[src/rtl/cdb_result_buffer_pkg.sv]
// Shared types and constants for the buffered CDB output stage.
// Optional same-cycle bypass of an empty buffer is enabled by defining CDB_BUF_BYPASS_EN.
package cdb_result_buffer_pkg;

  localparam int XLEN          = 32;
  localparam int RRN_BITS      = 6;
  localparam int CDB_MAX_BUSES = 4;

  typedef struct packed {
    logic [XLEN-1:0]     result;
    logic [XLEN-1:0]     address;
    logic [RRN_BITS-1:0] rrn;
    logic                reg_write;
  } cdb_entry_t;

  localparam cdb_entry_t CDB_ENTRY_ZERO = '{
    result:    {XLEN{1'b0}},
    address:   {XLEN{1'b0}},
    rrn:       {RRN_BITS{1'b0}},
    reg_write: 1'b0
  };

  function automatic int unsigned cap_u32(input int unsigned value, input int unsigned limit);
    if (value < limit) begin
      cap_u32 = value;
    end else begin
      cap_u32 = limit;
    end
  endfunction

endpackage

[src/rtl/cdb_result_buffer_if.sv]
// Execution-side handshake, arbiter request/grant and CDB bus signals of the result buffer.
// The bypass build (CDB_BUF_BYPASS_EN) uses the same signal set.
interface cdb_result_buffer_if #(
  parameter int DEPTH_BITS = 2,
  parameter int NUM_BUSES  = 2,
  parameter int XLEN       = cdb_result_buffer_pkg::XLEN,
  parameter int RRN_BITS   = cdb_result_buffer_pkg::RRN_BITS
);

  localparam int REQ_BITS = $clog2(NUM_BUSES + 1);

  logic                          i_flush;
  logic                          i_valid;
  logic                          o_ready;
  logic [XLEN-1:0]               i_result;
  logic [XLEN-1:0]               i_address;
  logic [RRN_BITS-1:0]           i_rrn;
  logic                          i_reg_write;
  logic [REQ_BITS-1:0]           o_req_count;
  logic                          o_get_bus;
  logic [NUM_BUSES-1:0]          i_bus_granted;
  logic [NUM_BUSES-1:0]          o_cdb_valid;
  logic [NUM_BUSES*XLEN-1:0]     o_cdb_result;
  logic [NUM_BUSES*XLEN-1:0]     o_cdb_address;
  logic [NUM_BUSES*RRN_BITS-1:0] o_cdb_rrn;
  logic [NUM_BUSES-1:0]          o_cdb_reg_write;
  logic [DEPTH_BITS:0]           o_count;
  logic                          o_full;

  modport slave (
    input  i_flush, i_valid, i_result, i_address, i_rrn, i_reg_write, i_bus_granted,
    output o_ready, o_req_count, o_get_bus, o_cdb_valid, o_cdb_result, o_cdb_address,
           o_cdb_rrn, o_cdb_reg_write, o_count, o_full
  );

  modport master (
    output i_flush, i_valid, i_result, i_address, i_rrn, i_reg_write, i_bus_granted,
    input  o_ready, o_req_count, o_get_bus, o_cdb_valid, o_cdb_result, o_cdb_address,
           o_cdb_rrn, o_cdb_reg_write, o_count, o_full
  );

endinterface

[src/rtl/cdb_result_buffer_fifo_multi_pop.sv]
// Circular buffer of CDB entries: one push, up to NUM_BUSES pops per cycle, synchronous flush.
// Exposes the NUM_BUSES oldest entries so the caller can route them to buses.
module fifo_multi_pop
  import cdb_result_buffer_pkg::*;
#(
  parameter int DEPTH_BITS = 2,
  parameter int NUM_BUSES  = 2,
  localparam int POP_BITS  = $clog2(NUM_BUSES + 1)
) (
  input  logic                clk,
  input  logic                rst,
  input  logic                flush,
  input  logic                push,
  input  cdb_entry_t          push_data,
  input  logic [POP_BITS-1:0] pop_count,
  output cdb_entry_t          peek [NUM_BUSES],
  output logic [DEPTH_BITS:0] count
);

  localparam int DEPTH = 1 << DEPTH_BITS;

  cdb_entry_t            mem_r [DEPTH];
  logic [DEPTH_BITS-1:0] wr_ptr_r;
  logic [DEPTH_BITS-1:0] rd_ptr_r;
  logic [DEPTH_BITS:0]   count_r;

  // Entry storage, written only on an accepted push.
  always_ff @(posedge clk) begin
    if (push && !flush) begin
      mem_r[wr_ptr_r] <= push_data;
    end
  end

  // Pointers and occupancy; pointer arithmetic wraps modulo the power-of-two depth.
  always_ff @(posedge clk or posedge rst) begin
    if (rst) begin
      wr_ptr_r <= {DEPTH_BITS{1'b0}};
      rd_ptr_r <= {DEPTH_BITS{1'b0}};
      count_r  <= {(DEPTH_BITS + 1){1'b0}};
    end else if (flush) begin
      wr_ptr_r <= {DEPTH_BITS{1'b0}};
      rd_ptr_r <= {DEPTH_BITS{1'b0}};
      count_r  <= {(DEPTH_BITS + 1){1'b0}};
    end else begin
      wr_ptr_r <= wr_ptr_r + DEPTH_BITS'(push);
      rd_ptr_r <= rd_ptr_r + DEPTH_BITS'(pop_count);
      count_r  <= count_r + (DEPTH_BITS + 1)'(push) - (DEPTH_BITS + 1)'(pop_count);
    end
  end

  // Oldest-first view of the head of the queue.
  always_comb begin
    for (int k = 0; k < NUM_BUSES; k++) begin
      peek[k] = mem_r[rd_ptr_r + DEPTH_BITS'(k)];
    end
  end

  assign count = count_r;

endmodule

[src/rtl/cdb_result_buffer.sv]
// Buffered multi-bus CDB output stage: queues results and drains them oldest-first onto granted buses.
// Defining CDB_BUF_BYPASS_EN lets an empty buffer broadcast the incoming result in the same cycle.
module cdb_result_buffer
  import cdb_result_buffer_pkg::*;
#(
  parameter int DEPTH_BITS = 2,
  parameter int NUM_BUSES  = 2,
  parameter int XLEN       = cdb_result_buffer_pkg::XLEN,
  parameter int RRN_BITS   = cdb_result_buffer_pkg::RRN_BITS
) (
  input logic                i_clock,
  input logic                i_reset,
  cdb_result_buffer_if.slave bus
);

  localparam int DEPTH    = 1 << DEPTH_BITS;
  localparam int REQ_BITS = $clog2(NUM_BUSES + 1);
  localparam int CNT_BITS = DEPTH_BITS + 1;

  cdb_entry_t                    in_entry_s;
  cdb_entry_t                    peek_s [NUM_BUSES];
  logic [CNT_BITS-1:0]           count_s;
  logic                          full_s;
  logic                          ready_s;
  logic                          push_s;
  logic                          bypass_s;
  logic [REQ_BITS-1:0]           req_s;
  logic [REQ_BITS-1:0]           drove_s;
  logic [REQ_BITS-1:0]           pops_s;
  logic [NUM_BUSES-1:0]          valid_s;
  logic [NUM_BUSES*XLEN-1:0]     result_s;
  logic [NUM_BUSES*XLEN-1:0]     address_s;
  logic [NUM_BUSES*RRN_BITS-1:0] rrn_s;
  logic [NUM_BUSES-1:0]          reg_write_s;

  assign in_entry_s = '{
    result:    bus.i_result,
    address:   bus.i_address,
    rrn:       bus.i_rrn,
    reg_write: bus.i_reg_write
  };

  fifo_multi_pop #(
    .DEPTH_BITS (DEPTH_BITS),
    .NUM_BUSES  (NUM_BUSES)
  ) u_fifo (
    .clk       (i_clock),
    .rst       (i_reset),
    .flush     (bus.i_flush),
    .push      (push_s),
    .push_data (in_entry_s),
    .pop_count (pops_s),
    .peek      (peek_s),
    .count     (count_s)
  );

  assign full_s = (count_s == CNT_BITS'(DEPTH));

  // Bus request size; a flush cycle requests nothing.
  always_comb begin
    bypass_s = 1'b0;
    req_s    = {REQ_BITS{1'b0}};
    if (bus.i_flush) begin
      req_s = {REQ_BITS{1'b0}};
    end else begin
`ifdef CDB_BUF_BYPASS_EN
      if (count_s == {CNT_BITS{1'b0}}) begin
        bypass_s = bus.i_valid;
        req_s    = REQ_BITS'(bus.i_valid);
      end else begin
        req_s = REQ_BITS'(cap_u32(32'(count_s), 32'(NUM_BUSES)));
      end
`else
      req_s = REQ_BITS'(cap_u32(32'(count_s), 32'(NUM_BUSES)));
`endif
    end
  end

  // The j-th set grant bit (ascending bus index) carries the j-th oldest requested entry.
  always_comb begin
    int         rank_s;
    cdb_entry_t pick_s;
    cdb_entry_t src_s;
    rank_s      = 32'sd0;
    pick_s      = CDB_ENTRY_ZERO;
    src_s       = CDB_ENTRY_ZERO;
    valid_s     = {NUM_BUSES{1'b0}};
    result_s    = {(NUM_BUSES * XLEN){1'b0}};
    address_s   = {(NUM_BUSES * XLEN){1'b0}};
    rrn_s       = {(NUM_BUSES * RRN_BITS){1'b0}};
    reg_write_s = {NUM_BUSES{1'b0}};
    for (int k = 0; k < NUM_BUSES; k++) begin
      pick_s = CDB_ENTRY_ZERO;
      for (int j = 0; j < NUM_BUSES; j++) begin
        pick_s = (j == rank_s) ? peek_s[j] : pick_s;
      end
      src_s = bypass_s ? in_entry_s : pick_s;
      if (bus.i_bus_granted[k] && (rank_s < int'(req_s))) begin
        valid_s[k]                       = 1'b1;
        result_s[k*XLEN +: XLEN]         = src_s.result;
        address_s[k*XLEN +: XLEN]        = src_s.address;
        rrn_s[k*RRN_BITS +: RRN_BITS]    = src_s.rrn;
        reg_write_s[k]                   = src_s.reg_write;
        rank_s                           = rank_s + 32'sd1;
      end else begin
        valid_s[k] = 1'b0;
      end
    end
    drove_s = REQ_BITS'(rank_s);
  end

  // Push/pop control; a result broadcast straight from the inputs never occupies an entry.
  always_comb begin
    ready_s = ~full_s & ~bus.i_flush;
    if (bypass_s && (drove_s != {REQ_BITS{1'b0}})) begin
      push_s = 1'b0;
      pops_s = {REQ_BITS{1'b0}};
    end else begin
      push_s = bus.i_valid & ready_s;
      pops_s = drove_s;
    end
  end

  assign bus.o_ready         = ready_s;
  assign bus.o_req_count     = req_s;
  assign bus.o_get_bus       = (req_s != {REQ_BITS{1'b0}});
  assign bus.o_cdb_valid     = valid_s;
  assign bus.o_cdb_result    = result_s;
  assign bus.o_cdb_address   = address_s;
  assign bus.o_cdb_rrn       = rrn_s;
  assign bus.o_cdb_reg_write = reg_write_s;
  assign bus.o_count         = count_s;
  assign bus.o_full          = full_s;

endmodule

[src/flat_wrapper.sv]
// flat-port wrapper written by rule: the top's interface ports become plain ports
module cdb_result_buffer_flat import cdb_result_buffer_pkg::*;
#(
  parameter int DEPTH_BITS = 2,
  parameter int NUM_BUSES  = 2,
  parameter int XLEN       = cdb_result_buffer_pkg::XLEN,
  parameter int RRN_BITS   = cdb_result_buffer_pkg::RRN_BITS
)
  (i_clock, i_reset, bus_i_flush, bus_i_valid, bus_i_result, bus_i_address, bus_i_rrn, bus_i_reg_write, bus_i_bus_granted, bus_o_ready, bus_o_req_count, bus_o_get_bus, bus_o_cdb_valid, bus_o_cdb_result, bus_o_cdb_address, bus_o_cdb_rrn, bus_o_cdb_reg_write, bus_o_count, bus_o_full);
  cdb_result_buffer_if #(.DEPTH_BITS(DEPTH_BITS), .NUM_BUSES(NUM_BUSES), .XLEN(XLEN), .RRN_BITS(RRN_BITS)) bus_i ();
  input logic i_clock;
  input logic i_reset;
  input wire logic [$bits(bus_i.i_flush)-1:0] bus_i_flush;
  input wire logic [$bits(bus_i.i_valid)-1:0] bus_i_valid;
  input wire logic [$bits(bus_i.i_result)-1:0] bus_i_result;
  input wire logic [$bits(bus_i.i_address)-1:0] bus_i_address;
  input wire logic [$bits(bus_i.i_rrn)-1:0] bus_i_rrn;
  input wire logic [$bits(bus_i.i_reg_write)-1:0] bus_i_reg_write;
  input wire logic [$bits(bus_i.i_bus_granted)-1:0] bus_i_bus_granted;
  output wire logic [$bits(bus_i.o_ready)-1:0] bus_o_ready;
  output wire logic [$bits(bus_i.o_req_count)-1:0] bus_o_req_count;
  output wire logic [$bits(bus_i.o_get_bus)-1:0] bus_o_get_bus;
  output wire logic [$bits(bus_i.o_cdb_valid)-1:0] bus_o_cdb_valid;
  output wire logic [$bits(bus_i.o_cdb_result)-1:0] bus_o_cdb_result;
  output wire logic [$bits(bus_i.o_cdb_address)-1:0] bus_o_cdb_address;
  output wire logic [$bits(bus_i.o_cdb_rrn)-1:0] bus_o_cdb_rrn;
  output wire logic [$bits(bus_i.o_cdb_reg_write)-1:0] bus_o_cdb_reg_write;
  output wire logic [$bits(bus_i.o_count)-1:0] bus_o_count;
  output wire logic [$bits(bus_i.o_full)-1:0] bus_o_full;
  assign bus_i.i_flush = bus_i_flush;
  assign bus_i.i_valid = bus_i_valid;
  assign bus_i.i_result = bus_i_result;
  assign bus_i.i_address = bus_i_address;
  assign bus_i.i_rrn = bus_i_rrn;
  assign bus_i.i_reg_write = bus_i_reg_write;
  assign bus_i.i_bus_granted = bus_i_bus_granted;
  assign bus_o_ready = bus_i.o_ready;
  assign bus_o_req_count = bus_i.o_req_count;
  assign bus_o_get_bus = bus_i.o_get_bus;
  assign bus_o_cdb_valid = bus_i.o_cdb_valid;
  assign bus_o_cdb_result = bus_i.o_cdb_result;
  assign bus_o_cdb_address = bus_i.o_cdb_address;
  assign bus_o_cdb_rrn = bus_i.o_cdb_rrn;
  assign bus_o_cdb_reg_write = bus_i.o_cdb_reg_write;
  assign bus_o_count = bus_i.o_count;
  assign bus_o_full = bus_i.o_full;
  cdb_result_buffer #(.DEPTH_BITS(DEPTH_BITS), .NUM_BUSES(NUM_BUSES), .XLEN(XLEN), .RRN_BITS(RRN_BITS)) u_core (.i_clock(i_clock), .i_reset(i_reset), .bus(bus_i));
endmodule
[config.mk]
export PLATFORM = sky130hd
export DESIGN_NAME = cdb_result_buffer_flat
export DESIGN_NICKNAME = d
export VERILOG_FILES = /design/src/rtl/cdb_result_buffer_pkg.sv /design/src/rtl/cdb_result_buffer_if.sv /design/src/rtl/cdb_result_buffer_fifo_multi_pop.sv /design/src/rtl/cdb_result_buffer.sv /design/src/flat_wrapper.sv
export SDC_FILE = /design/constraint.sdc
export NUM_CORES = 1
export LEC_CHECK = 0
export CAP_MARGIN = 20
export CORE_MARGIN = 5
export CORE_UTILIZATION = 49
export CTS_CLUSTER_SIZE = 40
export DETAILED_ROUTE_END_ITERATION = 6
export PLACE_DENSITY = 0.75
export SYNTH_ARGS = -nofsm -noshare
export SYNTH_HDL_FRONTEND = slang
export SYNTH_HIERARCHICAL = 1
export SYNTH_SLANG_ARGS = --single-unit
[constraint.sdc]
create_clock -name i_clock -period 8.9 [get_ports i_clock]
set_input_delay 1.78 -clock i_clock [delete_from_list [all_inputs] [get_ports i_clock]]
set_output_delay 1.78 -clock i_clock [all_outputs]
set_load 0.05 [all_outputs]
==> results of run 1 <==
Yosys cell counts, types with 2 or more instances:
master	instances	area share
a21oi_1	71	0.025
and3_1	69	0.030
and3_2	2	0.0010
buf_2	26	0.0091
buf_4	4	0.0021
buf_6	14	0.011
clkbuf_1	36	0.0094
clkbuf_8	7	0.0067
dfrtp_1	7	0.012
edfxtp_1	284	0.60
ha_1	6	0.0052
inv_1	7	0.0018
mux4_2	142	0.22
nand2b_1	2	0.00087
nand3_1	71	0.025
nor2_1	9	0.0024
nor2b_1	6	0.0026
nor4bb_1	2	0.0014
o21ai_0	60	0.021
o21ai_1	12	0.0042
xnor3_1	2	0.0031
cells by family after synthesis:
logic type,synth area share
multiplexers,0.223
adder cells (fa/ha/maj),0.00664
AND/OR/NAND/NOR,0.0676
flip-flops,0.608
AO/OA/AOI/OAI,0.0506
buffers and inverters,0.0402
XOR/XNOR,0.00376
sequential cells by signal (all words and copies together), names as in the netlist:
signal                  flops
u_core/u_fifo/wr_ptr_r      2
u_core/u_fifo/mem_r       284
u_core/u_fifo/rd_ptr_r      2
u_core/u_fifo/count         3
how the worst max path moves through the flow:
stage	startpoint	slack, ns	endpoint
after floorplan	bus_i_flush	1.43	u_core/u_fifo/mem_r[2][0]
after global placement	bus_i_flush	2.13	bus_o_cdb_address[50]
after detailed placement	bus_i_bus_granted[0]	2.40	bus_o_cdb_valid[1]
after CTS	bus_i_bus_granted[0]	2.40	bus_o_cdb_valid[1]
after global routing	bus_i_flush	2.36	bus_o_cdb_address[41]
final	bus_i_flush	2.50	bus_o_cdb_result[43]
area by class of cell:
class / instances / area (sq um) / share of cell area
repair buffers: 250 / 2490 / 0.140
diodes: 1 / 2.50 / 0.000141
multi-input cells: 464 / 5110 / 0.287
flip-flops and latches: 291 / 8710 / 0.490
clock buffers: 34 / 787 / 0.0442
clock inverters: 20 / 183 / 0.0103
inverters: 7 / 26.3 / 0.00148
well taps: 384 / 480 / 0.0270
layer usage:
layer | vias up | global-route usage | part of all wire
met5 | - | 0 | 0.00086
met4 | 6 | 0.0471 | 0.020
met3 | 61 | 0.0392 | 0.080
met2 | 371 | 0.349 | 0.50
met1 | 4664 | 0.287 | 0.40
li1 | 3902 | - | -
worst register-to-register path, cell delays in order, from the launching register on:
cell	delay, ns
dfrtp_1	0.49
or2_1	0.35
o21ai_4	0.27
buf_4	0.46
inv_1	0.17
ha_1	0.36
ha_1	0.30
inv_1	0.05
ha_1	0.12
inv_1	0.05
fa_1	0.38
xnor3_1	0.21
nor2_1	0.04
layout by cell type (no fill, tap or decap), drive strengths merged, types with 3 or more instances in the layout:
cell	n
inv	8
clkinv	14
nor2b	6
clkbuf	34
ha	6
clkdlybuf4s50	228
o21ai	73
buf	22
nor2	9
nand3	71
and3	71
a21oi	71
bufinv	3
dfrtp	7
mux4	142
edfxtp	284
through the flow:
step	instance area (sq um)	power, mW	instances	setup WS (ns)	util
after detailed placement	16800	3.38	1394	2.40	0.583
after CTS	17700	4.61	1448	2.40	0.616
after floorplan	14300	3.01	849	1.43	-
after global placement	16800	3.36	1393	2.13	0.582
after global routing	17800	4.80	1450	2.36	0.618
final	17800	4.57	1451	2.50	0.618
power groups by stage:
stage | sequential, mW | clock (mW) | combinational, mW
finish | 1.63 | 1.21 | 1.73
detailed placement | 1.66 | 0 | 1.72
CTS | 1.63 | 1.24 | 1.73
floorplan | 1.61 | 0 | 1.39
global route | 1.64 | 1.30 | 1.86
global placement | 1.65 | 0 | 1.70
==> impl_metrics.json, run 1 <==
{
  "drt-wirelength-per-cell_um": 23.9,
  "finalCriticalPeriod_ns": 6.40,
  "required_ns": 7.12,
  "hold_buffers": 0,
  "r2r-end": "u_core/u_fifo/count[2]",
  "grt_start_max_net_pins": 91,
  "path_clk_slew_ns": 0.06,
  "cts_buffer_depth": 3,
  "seq_area_frac_synth": 0.608,
  "ios": 229,
  "clock-root-buffer": "clkbuf_16",
  "ff2ff_setup_slack_ns": 5.54,
  "synth-seq-cells": 291,
  "yosys_warnings": 6,
  "io_buffers": 228,
  "synthFlopType": "edfxtp_1",
  "clock_latency_ns": 0.53,
  "power_density_mw_per_mm2": 257,
  "drc_errors": 0,
  "ant_nets": 0,
  "max_freq_mhz": 156,
  "grt_pass1_vias": 9497,
  "crit_fanout": 31,
  "drt-pass1-iter-count": 5,
  "synth_fp_nets": 933,
  "slew-limit-headroom": 0.392,
  "crit_buf_inv": 4,
  "grt_overflow": 0,
  "numCtsBuffers": 31,
  "worstHoldStart": "u_core/u_fifo/wr_ptr_r[1]",
  "htree_levels": 1,
  "critPathKind": "input pin to output port",
  "viasPerCell": 6.21,
  "combPwrFrac": 0.379,
  "grt_first_pass_wirelength_um": 54600,
  "min_path_cells": 2,
  "synth_area_per_cell_sq_um": 16.9,
  "clkSinkCount": 291,
  "fp.dieH_um": 181,
  "p_clk_frac": 0.266,
  "hold_slack_ns": 0.719,
  "die_width_um": 181,
  "drive_gt1_frac": 0.210,
  "synth_cells": 849,
  "drt_iter0_drc": 790,
  "cp_slowest_stage_delay_ns": 0.87,
  "synth_edf_count": 284,
  "core_area_sq_mm": 0.0288,
  "slew_viol_final": 0,
  "antenna_found_initial": 3,
  "crit_top_cell": "clkdlybuf4s50_1",
  "timing.setup.tns_ns": 0,
  "crit_slowest_cell": "clkdlybuf4s50_1",
  "hold_class": "register to register",
  "layout.nets": 1129,
  "outcome": "completed",
  "cap_violations": 0,
  "ir_drop_mv": 0.190,
  "row_count": 62,
  "gr-usage-all-layers": 0.208,
  "reg2reg_from": "u_core/u_fifo/count[2]",
  "hold_end": "u_core/u_fifo/wr_ptr_r[1]",
  "ys_types": 31,
  "post_cts_buffers": 0,
  "globalplace.congestion": 0.744,
  "fp.dieArea_sq_mm": 0.0327,
  "rsz0062_at_grt": "no",
  "p_int_mw": 2.97,
  "power.switching_mw": 1.60,
  "ctsResizeCount": 0,
  "cp_top_family": "buffers and inverters",
  "start_util": 0.497,
  "cp_num_cells": 7,
  "synth_area_sq_mm": 0.0143,
  "routed_wl_um": 34700,
  "worst_setup_path_end_kind": "output port",
  "reg2reg_depth": 12,
  "cp_cell_sequence": "clkdlybuf4s50_1, buf_4, nand2b_2, buf_12, o21ai_0, a21oi_1, clkdlybuf4s50_1",
  "fin_crit_sh": 0.719,
  "nFillCells": 2126,
  "leakage_nw": 5.66,
  "finalHoldViolCount": 0,
  "finalSetupViolCount": 0,
  "max_slew.worst_pin.slew_ns": 0.912,
  "area_delta_synth_final_pct": 24.3,
  "seqPwrFrac": 0.355,
  "via_count": 9004,
  "arrival_ns": 4.62,
  "hpwl_um": 21200,
  "async_flop_share": 0.0241,
  "startpoint_type": "input pin",
  "fin_skew_ns": 0.00699,
  "cts_tree": "done",
  "p_sw_frac": 0.350
}
Power figures use the tool's default switching activity.
==> run 2: changes to the inputs <==
CORE_UTILIZATION = 50   (was 49)
PLACE_DENSITY = 0.73   (was 0.75)
clock period = 6.1 ns   (was 8.9 ns; I/O delays follow)
==> impl_metrics.json, run 2 (synthesis results as in run 1) <==
{
  "outcome": "completed",
  "layout.nets": 1132,
  "ctsResizeCount": 0,
  "startpoint_type": "input pin",
  "p_clk_frac": 0.275,
  "final_cell_mix": "edfxtp_1 (284), clkdlybuf4s50_1 (228), mux4_2 (142), nand3_1 (71), a21oi_1 (71)",
  "insertedDiodeCount": 0,
  "start_util": 0.503,
  "max_freq_mhz": 183,
  "final_common_cell": "edfxtp_1",
  "io_buffers": 228,
  "arrival_ns": 4.23,
  "drt-wirelength-per-cell_um": 23.6,
  "clkSinkCount": 291,
  "fin_skew_ns": 0.0243,
  "finalHoldViolCount": 0,
  "drive_gt1_frac": 0.210,
  "required_ns": 4.88,
  "grt_overflow": 0,
  "leakage_nw": 5.71,
  "numCtsBuffers": 30,
  "post_cts_buffers": 0,
  "finalSetupViolCount": 0,
  "antenna_found_initial": 3,
  "p_int_mw": 4.44,
  "cts_tree": "done",
  "crit_fanout": 27,
  "timing.setup.tns_ns": 0,
  "fin_crit_sh": 0.894,
  "dpl_cell_area_sq_mm": 0.0169,
  "final_area_sq_mm": 0.0179,
  "drt-pass1-iter-count": 5,
  "max_slew.worst_pin.slew_ns": 1.01,
  "hold_buffers": 0,
  "ios": 229,
  "fp.dieArea_sq_mm": 0.0321,
  "seqPwrFrac": 0.349,
  "top_register": "u_core/u_fifo/mem_r",
  "gr-usage-all-layers": 0.212,
  "clock_latency_ns": 0.55,
  "grt_pass1_vias": 9247,
  "worst_setup_path_end_kind": "output port",
  "p_sw_frac": 0.345,
  "ant_nets": 0,
  "drc_errors": 0,
  "power.switching_mw": 2.34,
  "combPwrFrac": 0.376,
  "viasPerCell": 6.17,
  "routed_wl_um": 34400,
  "hpwl_um": 21600,
  "fp.dieH_um": 179,
  "largest_reg_flops": 284,
  "via_count": 8979,
  "area_delta_synth_final_pct": 25.3,
  "globalplace.congestion": 0.761,
  "ir_drop_mv": 0.337,
  "hold_class": "register to register",
  "power_density_mw_per_mm2": 378,
  "clock-root-buffer": "clkbuf_16",
  "grt_first_pass_wirelength_um": 52600,
  "slew-limit-headroom": 0.324,
  "die_width_um": 179,
  "finalCriticalPeriod_ns": 5.45,
  "critPathKind": "input pin to output port",
  "cap_violations": 0,
  "row_count": 62,
  "path_clk_slew_ns": 0.06,
  "hold_slack_ns": 0.742,
  "slew_viol_final": 0,
  "rsz0062_at_grt": "no",
  "core_area_sq_mm": 0.0285,
  "htree_levels": 1,
  "power_mw": 6.78,
  "grt_start_max_net_pins": 73,
  "drt_iter0_drc": 994,
  "cts_buffer_depth": 3
}
## run 2: final cells by class
cell class              instances  area [sq um]
inverters                       7          26.3
repair buffers                254          2590
clock buffers                  33           783
clock inverters                22           233
well taps                     384           480
fillers                      2063         10500
multi-input cells             464          5110
flip-flops and latches        291          8710
## run 2: layer usage
metal  global-route usage  vias up  part of all wire
met2                0.345      422              0.49
met1                0.304     4594              0.40
met4               0.0505        4             0.020
met5                    0        -           0.00061
li1                     -     3909                 -
met3               0.0369       50             0.087
## run 2: metrics by stage
step,util,setup WS (ns),instances
finish,0.630,0.647,1455
detailed placement,0.594,0.703,1400
floorplan,-,-0.577,849
global route,0.630,0.483,1455
CTS,0.630,0.658,1455
global placement,0.594,0.731,1400
## run 2: power groups by stage
stage               registers, mW  clock network [mW]  logic, mW
floorplan                    2.35                   0       2.04
global route                 2.38                1.99       2.72
global placement             2.41                   0       2.53
CTS                          2.37                1.89       2.57
finish                       2.37                1.86       2.55
detailed placement           2.41                   0       2.55
## run 2: final timing paths
kind / endpoint / slack [ns] / cells after the start / startpoint
setup / recovery: bus_o_cdb_result[62] / 0.65 / 7 / bus_i_flush
hold / removal: u_core/u_fifo/wr_ptr_r[1] / 0.74 / 2 / u_core/u_fifo/wr_ptr_r[1]
setup reg to reg: u_core/u_fifo/count[2] / 2.35 / 12 / u_core/u_fifo/count[2]
hold reg to reg: u_core/u_fifo/wr_ptr_r[1] / 0.74 / 2 / u_core/u_fifo/wr_ptr_r[1]
max in group asynchronous: u_core/u_fifo/rd_ptr_r[1] / 4.94 / 2 / i_reset
min in group asynchronous: u_core/u_fifo/rd_ptr_r[0] / 0.93 / 2 / i_reset
## run 2: critical path: stages
cell	delay, ns
clkdlybuf4s50_1	0.64
buf_4	0.30
nor2b_4	0.54
buf_12	0.25
nand3_1	0.10
a21oi_1	0.30
clkdlybuf4s50_1	0.87
